<file path="config.mk">
export PLATFORM = sky130hd
export DESIGN_NAME = mem_port_arbiter
export DESIGN_NICKNAME = d
export VERILOG_FILES = /design/src/rtl/mem_port_arbiter_pkg.sv /design/src/rtl/mem_port_arbiter_rd_tag_pipe.sv /design/src/rtl/mem_port_arbiter.sv
export SDC_FILE = /design/constraint.sdc
export NUM_CORES = 1
export LEC_CHECK = 0
export ABC_AREA = 0
export CORE_AREA = 2 2 193 195
export CTS_CLUSTER_SIZE = 16
export DETAILED_ROUTE_END_ITERATION = 6
export DIE_AREA = 0 0 195 197
export GPL_ROUTABILITY_DRIVEN = 0
export RECOVER_POWER = 50
export SLEW_MARGIN = 40
export SYNTH_ARGS = -nofsm -noshare
export SYNTH_HDL_FRONTEND = slang
export SYNTH_SLANG_ARGS = --single-unit
</file>
<file path="constraint.sdc">
create_clock -name clk -period 1.8 [get_ports clk]
set_input_delay 0.54 -clock clk [delete_from_list [all_inputs] [get_ports clk]]
set_output_delay 0.54 -clock clk [all_outputs]
set_load 0.02 [all_outputs]
</file>
<file path="src/rtl/mem_port_arbiter_pkg.sv">
// Shared types and constants for the data-memory port arbiter.
package mem_port_arbiter_pkg;

    typedef enum logic [1:0] {
        OWN_NONE = 2'd0,
        OWN_IF   = 2'd1,
        OWN_EX   = 2'd2
    } owner_t;

    typedef enum logic {
        ST_LOAD = 1'b0,
        ST_RUN  = 1'b1
    } arb_state_t;

    // Wide enough for DATA_W up to 512; callers slice to DATA_W/8.
    localparam int                  MAX_BE_W = 64;
    localparam logic [MAX_BE_W-1:0] WE_FULL  = '1;

endpackage

</file>
<file path="src/rtl/mem_port_arbiter_rd_tag_pipe.sv">
// Owner-tag shift register that follows a read through the memory latency.
module rd_tag_pipe
    import mem_port_arbiter_pkg::*;
#(
    parameter int DEPTH = 2
) (
    input  logic   clk,
    input  logic   rst,
    input  owner_t tag_i,
    output owner_t tag_o
);

    owner_t tag_q [DEPTH];

    always_ff @(posedge clk) begin
        if (rst) begin
            for (int i = 0; i < DEPTH; i++) tag_q[i] <= OWN_NONE;
        end else begin
            tag_q[0] <= tag_i;
            for (int i = 1; i < DEPTH; i++) tag_q[i] <= tag_q[i-1];
        end
    end

    assign tag_o = tag_q[DEPTH-1];

endmodule

</file>
<file path="src/rtl/mem_port_arbiter.sv">
// Single data-memory port shared by loader, fetch and execute; loader owns it
// until ldr_done, then execute has priority with a fetch starvation guard.
module mem_port_arbiter
    import mem_port_arbiter_pkg::*;
#(
    parameter int ADDR_W   = 20,
    parameter int DATA_W   = 64,
    parameter int MAX_WAIT = 4,
    parameter int MEM_LAT  = 1
) (
    input  logic                clk,
    input  logic                rst,
    input  logic                ldr_valid,
    input  logic [ADDR_W-1:0]   ldr_addr,
    input  logic [DATA_W-1:0]   ldr_wdata,
    output logic                ldr_ready,
    input  logic                ldr_done,
    input  logic                if_req,
    input  logic [ADDR_W-1:0]   if_addr,
    output logic                if_gnt,
    output logic                if_rvalid,
    output logic [DATA_W-1:0]   if_rdata,
    input  logic                ex_req,
    input  logic [ADDR_W-1:0]   ex_addr,
    input  logic [DATA_W-1:0]   ex_wdata,
    input  logic [DATA_W/8-1:0] ex_we,
    output logic                ex_gnt,
    output logic                ex_rvalid,
    output logic [DATA_W-1:0]   ex_rdata,
    output logic                mem_en,
    output logic [ADDR_W-1:0]   mem_addr,
    output logic [DATA_W-1:0]   mem_wdata,
    output logic [DATA_W/8-1:0] mem_we,
    input  logic [DATA_W-1:0]   mem_rdata,
    output logic                busy_load
);

    localparam int              BE_W     = DATA_W / 8;
    localparam int              WC_W     = $clog2(MAX_WAIT + 1);
    localparam logic [WC_W-1:0] WAIT_MAX = WC_W'(MAX_WAIT);

    arb_state_t        state_q, state_d;
    logic [WC_W-1:0]   wait_q, wait_d;
    logic              cmd_en;
    logic [ADDR_W-1:0] cmd_addr;
    logic [DATA_W-1:0] cmd_wdata;
    logic [BE_W-1:0]   cmd_we;
    owner_t            tag_d, tag_out;

    always_comb begin
        state_d   = state_q;
        ldr_ready = 1'b0;
        if_gnt    = 1'b0;
        ex_gnt    = 1'b0;
        case (state_q)
            ST_LOAD: begin
                ldr_ready = ldr_valid;
                if (ldr_done) state_d = ST_RUN;
            end
            ST_RUN: begin
                if (ex_req && !(if_req && wait_q == WAIT_MAX)) ex_gnt = 1'b1;
                else if (if_req)                               if_gnt = 1'b1;
            end
            default: state_d = ST_LOAD;
        endcase
    end

    always_comb begin
        wait_d = wait_q;
        if (!if_req || if_gnt)               wait_d = '0;
        else if (ex_gnt && wait_q != WAIT_MAX) wait_d = wait_q + 1'b1;
    end

    // Only one source can be active in a cycle, so the mux order is arbitrary.
    always_comb begin
        cmd_en    = ldr_ready | if_gnt | ex_gnt;
        cmd_addr  = '0;
        cmd_wdata = '0;
        cmd_we    = '0;
        tag_d     = OWN_NONE;
        if (ldr_ready) begin
            cmd_addr  = ldr_addr;
            cmd_wdata = ldr_wdata;
            cmd_we    = WE_FULL[BE_W-1:0];
        end else if (ex_gnt) begin
            cmd_addr  = ex_addr;
            cmd_wdata = ex_wdata;
            cmd_we    = ex_we;
            if (ex_we == '0) tag_d = OWN_EX;
        end else if (if_gnt) begin
            cmd_addr  = if_addr;
            tag_d     = OWN_IF;
        end
    end

    always_ff @(posedge clk) begin
        if (rst) begin
            state_q   <= ST_LOAD;
            wait_q    <= '0;
            mem_en    <= 1'b0;
            mem_addr  <= '0;
            mem_wdata <= '0;
            mem_we    <= '0;
        end else begin
            state_q   <= state_d;
            wait_q    <= wait_d;
            mem_en    <= cmd_en;
            mem_addr  <= cmd_addr;
            mem_wdata <= cmd_wdata;
            mem_we    <= cmd_we;
        end
    end

    rd_tag_pipe #(.DEPTH(MEM_LAT + 1)) u_tag_pipe (
        .clk   (clk),
        .rst   (rst),
        .tag_i (tag_d),
        .tag_o (tag_out)
    );

    assign if_rvalid = (tag_out == OWN_IF);
    assign ex_rvalid = (tag_out == OWN_EX);
    assign if_rdata  = mem_rdata;
    assign ex_rdata  = mem_rdata;
    assign busy_load = (state_q == ST_LOAD);

endmodule

</file>
# Yosys cells after proc, flatten, opt, wreduce, memory -nomap -nowiden
# Memory sizes are Yosys's and may differ from the RTL's.
# Cells that the tools add are included.
# Widths: inputs -> output; s select.
totals:
  regBits: 97
  ram_bits: 4
  input_bits: 266
  output_inout_bits: 227
  elab_cells: 49
  mem_count: 1
classes:
  addsub: 1
  n_eq_ne: 4
  muxes: 24
  bitwise: 5
  n_reduce_logical: 8
mem_list:
  columns: ["name", "words", "width", "read_ports", "rd_ports_with_merged_regs", "wr", "line_no", "rtl"]
  rows:
  - ["u_tag_pipe.tag_q", 2, 2, 2, 0, 2, "mem_port_arbiter_rd_tag_pipe.sv:13", "owner_t tag_q [DEPTH];"]
ops:
  columns: ["cell", "count"]
  rows:
  - ["$mux 64", 2]
  - ["$mux 20", 3]
  - ["$mux 8", 2]
  - ["$mux 1", 12]
  - ["$mux 2", 5]
  - ["$logic_not 8->1", 1]
  - ["$or 1x1->1", 4]
  - ["$add 3x1->3 const B", 1]
  - ["$eq 3x3->1 const B", 1]
  - ["$logic_and 1x1->1", 3]
  - ["$ne 3x3->1 const B", 1]
  - ["$eq 2x1->1 const B", 1]
  - ["$eq 2x2->1 const B", 1]
  - ["$logic_not 1->1", 2]
  - ["$reduce_or 2->1", 1]
  - ["$logic_or 1x1->1", 1]
  - ["$not 1->1", 1]

# Longest topological paths before layout
# Gate-level depths: netlist (run 1).
logic_depth:
  ltp_word: 10
  mapped_depth: 7
  depth_no_buf: 5

# Modules after synthesis
# From an unflattened synthesis (run 1), not the netlist that was laid out.
unflattened:
  hier_cells: 545
  area_unflattened_um2: 4878.4
modules_own_cells:
  columns: ["mod", "n_inst", "cells_each", "area_each_um2", "seq_area_each_um2"]
  rows:
  - ["mem_port_arbiter", 1, 535, 4758.3, 1941.9]
  - ["rd_tag_pipe", 1, 10, 120.1, 80.1]

# Worst setup path before layout (run 1)
# Ideal clock, no wire load.
synth_path:
  kind: "register to output"
  startpoint: "register wait_q[0]"
  endpoint: "output ex_gnt"
  arrival_time_ps: 1207
  t_required_ps: 1260
  slack_ps: 53
  path_stages_with_launch: 5
  n_path_buf: 0
  path_cell_list: "dfxtp_1 inv_1 ha_1 and2_1 a21oi_1"
synth_between:
  elab_chain_cells: 6
synth_lines:
  columns: ["element", "line_no", "rtl"]
  rows:
  - ["start, declared", "mem_port_arbiter.sv:43", "logic [WC_W-1:0] wait_q, wait_d;"]
  - ["start signal, assigned", "mem_port_arbiter.sv:106", "wait_q <= wait_d;"]
  - ["$eq 3x3->1", "mem_port_arbiter.sv:61", "if (ex_req && !(if_req && wait_q == WAIT_MAX)) ex_gnt = 1'b1;"]
  - ["$logic_and 1x1->1", "mem_port_arbiter.sv:61", null]
  - ["$logic_not 1->1", "mem_port_arbiter.sv:61", null]
  - ["$logic_and 1x1->1", "mem_port_arbiter.sv:61", null]
  - ["$mux 1", "mem_port_arbiter.sv:61", null]
  - ["$mux 1", "mem_port_arbiter.sv:55", "case (state_q)"]
  - ["end, declared", "mem_port_arbiter.sv:27", "output logic ex_gnt,"]
# Every way passes these cells.

# Final worst setup path (run 1)
layout_path:
  startpoint: "register wait_q[1]"
  endpoint: "output ex_gnt"
# The elaborated chain is that of the path after synthesis.

==> flow_metrics.py, run 1 <==
metrics = {
    "cts": {
        "root_buffer": "clkbuf_16",
        "insertion_delay_ns": 0.37,
        "cts_made_buffers": 9,
        "clk_pin_slew_ns": 0.07,
        "clock_path_buffers": 2,
        "cts.sinks": 101,
        "cts_max_level": 3,
        "cts_hold_buf": 0,
        "cts_tree": "done",
    },
    "yosys": {
        "muxShareOfSynthArea_pct": 0,
        "ys_ff_latch": 101,
        "synth_xor_xnor_area_share_pct": 0,
        "yosysSeqAreaShare_pct": 42.1,
        "netlist.area_leader.share_pct": 42.1,
        "ys_types": 29,
        "synth_area_um2": 4810,
        "postSynthCellCount": 542,
        "synth-compound-area-share_pct": 20.6,
        "synth.avg_cell_area_um2": 8.87,
        "yosysWarnings": 0,
        "synth_nets": 810,
        "synth_adder_area_share_pct": 0.521,
        "synth_top_family_by_area": "buffers and inverters",
        "synth-simple-area-share_pct": 10.5,
        "synthTopCellsByArea": "dfxtp_1 42%, buf_4 20%, a32oi_1 12%, nor2_1 5.2%, a21oi_1 3.3%",
        "synth_area_leader_cell": "dfxtp_1",
    },
    "detailed_routing": {
        "routedWlPerCell_um": 20.6,
        "ant_nets": 0,
        "drc": 0,
        "vias": 4667,
        "wirelength_mm": 24.5,
        "dr.pass1.iters": 4,
        "viasPerCell": 3.92,
        "drt_iter0_markers": 175,
    },
    "cells_and_area": {
        "fin_nets": 986,
        "synthToLayoutAreaGrowth_pct": 62.4,
        "final_cell_mix": "197 x clkdlybuf4s50_1, 99 x dfxtp_1, 97 x dlygate4sd2_1, 66 x nor2_1, 64 x a32oi_1",
        "nFillCells": 4035,
        "post-route-util_pct": 21.5,
        "drive_above_1_share_pct": 9.96,
        "final_common_cell": "clkdlybuf4s50_1",
        "stdcell_count": 1191,
        "antenna_cells": 0,
    },
    "power": {
        "sw_frac_of_total_pct": 26.3,
        "pwr-share-clk_pct": 36.9,
        "ir_drop_mv": 0.425,
        "p_per_area_nw_per_um2": 738,
        "switching_power_w": 0.00151,
        "share_comb_of_total_power_pct": 21.7,
        "p_seq_share_pct": 41.4,
        "power.leakage_nw": 3.16,
        "cellInternalPower_w": 0.00424,
    },
    "placement": {
        "numPortBuffers": 300,
        "dp_slack_ns": -0.887,
        "dp_hpwl_mm": 19.4,
        "dpl.cell_count": 1171,
    },
    "die": {
        "die_y_um": 197,
        "initial_core_util_pct": 13.3,
        "coreArea_um2": 36300,
        "io_pins": 493,
        "rows": 70,
        "die_area_um2": 38400,
        "die_w_um": 195,
    },
    "sta": {
        "tightest_slew_ns": 1.05,
        "skew_ns": 0.0122,
        "slew_headroom_pct": 30.2,
        "setup_viol": 5,
        "maxSlewViolCount": 0,
        "setup_ws_ns": -0.194,
        "tns_ns": -0.385,
        "finalHoldViolations": 0,
        "finalCritPeriodShare_pct": 111,
        "grt_setup_unrepaired": "yes",
        "max_freq_mhz": 501,
        "fin_crit_ns": 1.99,
    },
    "grt": {
        "gr-total-overflow": 0,
        "grt_pass1_vias": 4728,
        "grt_max_degree": 50,
        "grt_util_all_layers_pct": 12.3,
        "antenna_found_initial": 0,
        "grt_first_pass_wirelength_mm": 33.5,
    },
    "setup_path": {
        "rr_worst_depth": 6,
        "crit_arrival_ns": 1.45,
        "endpoint_kind": "output pin",
        "worst-path-max-fanout": 2,
        "critPathLaunchType": "register",
        "crit_type": "register to output pin",
        "worstPathRequired_ns": 1.26,
    },
    "run_status": {
        "status": "complete, but fails checks",
        "failed_checks": "setup timing",
    },
    "job": {
        "drv_cap": 0,
    },
    "hold_path": {
        "hold_path.class": "register to register",
        "min_path_cells": 1,
    },
}
==> routing by layer <==
layer / up-vias / global-route usage (%) / part of all wire [%]
li1: 2141 / - / -
met1: 2117 / 10.8 / 31
met2: 377 / 23.3 / 53
met3: 32 / 6.57 / 12
met4: 0 / 5.03 / 2.9
met5: - / 0 / 0
==> registers in the layout, summed over array words and instances (netlist names) <==
register and cells:
mem_we 8, state_q 1, u_tag_pipe.tag_q 4, mem_addr 20
mem_en 1, mem_wdata 64, wait_q 3
==> final cells by class <==
| type | instances | area [um2] | area share [%] |
|---|---|---|---|
| clock buffers | 11 | 233 | 2.98 |
| multi-input cells | 258 | 1570 | 20.2 |
| repair buffers | 341 | 3280 | 42.1 |
| well taps | 468 | 586 | 7.50 |
| clock inverters | 5 | 75.1 | 0.962 |
| flip-flops and latches | 101 | 2020 | 25.9 |
| inverters | 7 | 31.3 | 0.401 |
==> logic make-up (layout without fill, tap and decap cells) <==
| group | after synthesis | in the layout |
|---|---|---|
| and+or+nand+nor | 114 | 114 |
| adders and majority gates | 2 | 2 |
| DFF | 101 | 101 |
| buffers and inverters | 183 | 364 |
| AOI/OAI and AO/OA | 142 | 142 |
==> power by group through the flow <==
stage | Clock [W] | Sequential, W | Combinational [W]
after floorplan | 0 | 0.00259 | 0.000723
after global placement | 0 | 0.00244 | 0.00133
after detailed placement | 0 | 0.00244 | 0.00134
after CTS | 0.00224 | 0.00239 | 0.00127
after global routing | 0.00230 | 0.00240 | 0.00134
final | 0.00212 | 0.00238 | 0.00125
==> synthesized netlist by cell type <==
| master | count |
|---|---|
| a211o_1 | 1 |
| a21bo_2 | 1 |
| a21oi_1 | 32 |
| a31oi_1 | 20 |
| a32oi_1 | 64 |
| and2_1 | 4 |
| and3_1 | 1 |
| and4_1 | 1 |
| buf_12 | 1 |
| buf_2 | 19 |
| buf_4 | 130 |
| buf_6 | 5 |
| buf_8 | 1 |
| clkbuf_1 | 20 |
| dfxtp_1 | 101 |
| ha_1 | 2 |
| inv_1 | 6 |
| inv_2 | 1 |
| nand2_1 | 2 |
| nand2b_1 | 1 |
| nand3_1 | 31 |
| nor2_1 | 66 |
| nor2b_1 | 4 |
| nor3_1 | 2 |
| nor4_1 | 1 |
| o21ai_0 | 22 |
| o31a_1 | 1 |
| o31ai_1 | 1 |
| or3_1 | 1 |
==> critical path: stages (launching register included) <==
cell and delay (ns):
dfxtp_2 0.34, inv_2 0.05, ha_4 0.16, buf_6 0.11, and2_4 0.14, a21oi_4 0.16, buf_6 0.14
==> per-stage QoR <==
| stage | area, um2 | hold slack [ns] | power [W] |
|---|---|---|---|
| global placement | 7560 | 0.429 | 0.00377 |
| global route | 7810 | 0.464 | 0.00604 |
| detailed placement | 7560 | 0.433 | 0.00378 |
| CTS | 7820 | 0.449 | 0.00590 |
| floorplan | 4810 | 0.414 | 0.00331 |
| finish | 7810 | 0.442 | 0.00576 |
==> final timing paths <==
kind	slack [ns]	from	endpoint
worst max-delay path	-0.19	wait_q[1]$_SDFFE_PP0P_	ex_gnt
worst min-delay path	0.44	u_tag_pipe.tag_q[0][0]$_SDFF_PP0_	u_tag_pipe.tag_q[0][2]$_SDFF_PP0_
worst max register to register	-0.02	wait_q[1]$_SDFFE_PP0P_	wait_q[0]$_SDFFE_PP0P_
worst min register to register	0.44	u_tag_pipe.tag_q[0][0]$_SDFF_PP0_	u_tag_pipe.tag_q[0][2]$_SDFF_PP0_
==> what timing repair did <==
action	4_1_cts	5_1_grt
gates resized for setup	122	3
buffers inserted	4	0
pin swaps	4	0
endpoints found under the hold margin	0	0
endpoints found under the setup margin	99	5
Power figures use the tool's default switching activity.
==> inputs of run 2 (changes only) <==
clock period = 1.9 ns   (was 1.8 ns; I/O delays follow)
==> flow_metrics.py, run 2 (synthesized netlist as in run 1, its figures left out) <==
metrics = {
    "cts": {
        "clock_path_buffers": 2,
        "clk_pin_slew_ns": 0.07,
        "insertion_delay_ns": 0.37,
        "cts.sinks": 101,
        "root_buffer": "clkbuf_16",
        "cts_max_level": 3,
        "cts_tree": "done",
        "cts_made_buffers": 9,
    },
    "job": {
        "drv_cap": 0,
    },
    "die": {
        "coreArea_um2": 36300,
        "rows": 70,
        "die_w_um": 195,
        "die_y_um": 197,
        "die_area_um2": 38400,
        "io_pins": 493,
        "initial_core_util_pct": 13.3,
    },
    "setup_path": {
        "path_delay_family": "flip-flops",
        "rr_worst_depth": 7,
        "crit_slowest_cell": "dfxtp_2",
        "critPathLaunchType": "register",
        "endpoint_kind": "output pin",
        "critPathBufInv": 3,
        "crit_chain": "inv_2 > ha_4 > buf_6 > and2_4 > a21oi_4 > buf_6",
        "crit_type": "register to output pin",
        "worst-path-max-fanout": 2,
        "regToRegSetupSlack_ns": 0.06,
        "cpPeakStageDelay_ns": 0.34,
        "crit_arrival_ns": 1.46,
        "worstPathRequired_ns": 1.33,
        "r2r-end": "mem_wdata[10]$_SDFF_PP0_",
        "r2r_start": "state_q$_SDFF_PP0_",
        "path_common_cell": "buf_6",
    },
    "detailed_routing": {
        "drc": 0,
        "wirelength_mm": 24.5,
        "drt_iter0_markers": 209,
        "viasPerCell": 3.92,
        "dr.pass1.iters": 5,
        "routedWlPerCell_um": 20.7,
        "vias": 4645,
        "ant_nets": 0,
    },
    "sta": {
        "setup_viol": 2,
        "slew_headroom_pct": 39.1,
        "tightest_slew_ns": 0.913,
        "hold_ws_ns": 0.446,
        "grt_setup_unrepaired": "yes",
        "finalCritPeriodShare_pct": 107,
        "maxSlewViolCount": 0,
        "setup_ws_ns": -0.132,
        "finalHoldViolations": 0,
        "fin_crit_ns": 2.03,
        "max_freq_mhz": 492,
        "skew_ns": 0.0129,
    },
    "grt": {
        "grt_first_pass_wirelength_mm": 33.3,
        "grt_max_degree": 78,
        "grt_util_all_layers_pct": 12.2,
        "grt_pass1_vias": 4676,
        "gr-total-overflow": 0,
        "antenna_found_initial": 0,
    },
    "cells_and_area": {
        "reg_top3": "mem_wdata: 64 flops, mem_addr: 20 flops, mem_we: 8 flops",
        "fin_nets": 979,
        "synthToLayoutAreaGrowth_pct": 62.4,
        "largest-register": "mem_wdata",
        "final_cell_mix": "234 x clkdlybuf4s50_1, 99 x dfxtp_1, 66 x nor2_1, 64 x a32oi_1, 35 x dlygate4sd2_1",
        "largest_register_ffs": 64,
        "antenna_cells": 0,
        "final_common_cell": "clkdlybuf4s50_1",
        "drive_above_1_share_pct": 9.50,
    },
    "power": {
        "power.leakage_nw": 3.06,
        "ir_drop_mv": 0.436,
        "total_power_w": 0.00538,
        "p_per_area_nw_per_um2": 690,
    },
    "hold_path": {
        "min_path_cells": 1,
        "min_from": "u_tag_pipe.tag_q[0][0]$_SDFF_PP0_",
        "hold_path.class": "register to register",
        "holdPathEnd": "u_tag_pipe.tag_q[0][2]$_SDFF_PP0_",
    },
    "run_status": {
        "failed_checks": "setup timing",
        "status": "complete, but fails checks",
    },
    "placement": {
        "dp_hpwl_mm": 19.2,
        "numPortBuffers": 300,
    },
}
[run 2: cell types whose count changed in the layout (fill, tap and decap cells not counted), sizes merged]
cell	change
buf	-8
bufinv	-2
clkbuf	+16
clkdlybuf4s15	-2
clkdlybuf4s50	+37
clkinv	-1
clkinvlp	+1
dlygate4sd2	-62
dlymetal6s2s	+13
inv	+1
[run 2: repair_timing]
item,in CTS,in global routing
pin swaps,4,0
endpoints found under the setup margin,35,29
gates resized for setup,57,27
hold buffers,0,0
endpoints found under the hold margin,0,0
setup buffers,3,0
[run 2: worst max path at each step]
stage / endpoint / slack (ns) / from / cells after the start
6_report: ex_gnt / -0.13 / wait_q[1]$_SDFFE_PP0P_ / 6
5_1_grt: ex_gnt / -0.21 / wait_q[1]$_SDFFE_PP0P_ / 6
3_5_place_dp: if_gnt / -0.85 / if_req / 4
3_3_place_gp: if_gnt / -0.86 / if_req / 4
2_1_floorplan: ex_gnt / 0.12 / wait_q[0]$_SDFFE_PP0P_ / 4
4_1_cts: ex_gnt / -0.17 / wait_q[1]$_SDFFE_PP0P_ / 6
[run 2: final cells by class]
type                            instances  area (um2)
Clock buffer                           12         267
Clock inverter                          4        30.0
Fill cell                            4015       28500
Inverter                                7        31.3
Multi-Input combinational cell        258        1570
Sequential cell                       101        2020
Tap cell                              468         586
Timing Repair Buffer                  334        3290
[run 2: through the flow]
stage               worst slack [ns]  TNS (ns)  util [%]  cell area (um2)  cells
finish                        -0.132    -0.211      21.5             7800   1184
global route                  -0.206     -1.18      21.5             7800   1184
CTS                           -0.173    -0.300      21.8             7900   1184
detailed placement            -0.847    -12.82      20.9             7570   1165
global placement              -0.858    -13.50      20.9             7570   1165
floorplan                      0.123         0         -             4810    542
[run 2: metal layers]
metal  global-route usage, %  vias to the layer above  wire [um]
met4                    6.05                        0        831
met3                    5.97                       39       2910
met1                    10.9                     2107       7880
met2                    22.9                      369      12900
li1                        -                     2130          -
met5                       0                        -          0
[run 2: power by group]
| part | internal, W | total, W | switching [W] |
|---|---|---|---|
| sequential | 0.00223 | 0.00226 | 0.0000317 |
| combinational | 0.000664 | 0.00120 | 0.000540 |
| clock | 0.00100 | 0.00192 | 0.000914 |
| total | 0.00390 | 0.00538 | 0.00149 |
==> inputs of run 3 (changes only) <==
CTS_CLUSTER_SIZE = 40   (was 16)
==> results of run 3 <==
Final layout, timing and power as in run 2 (identical DEF).
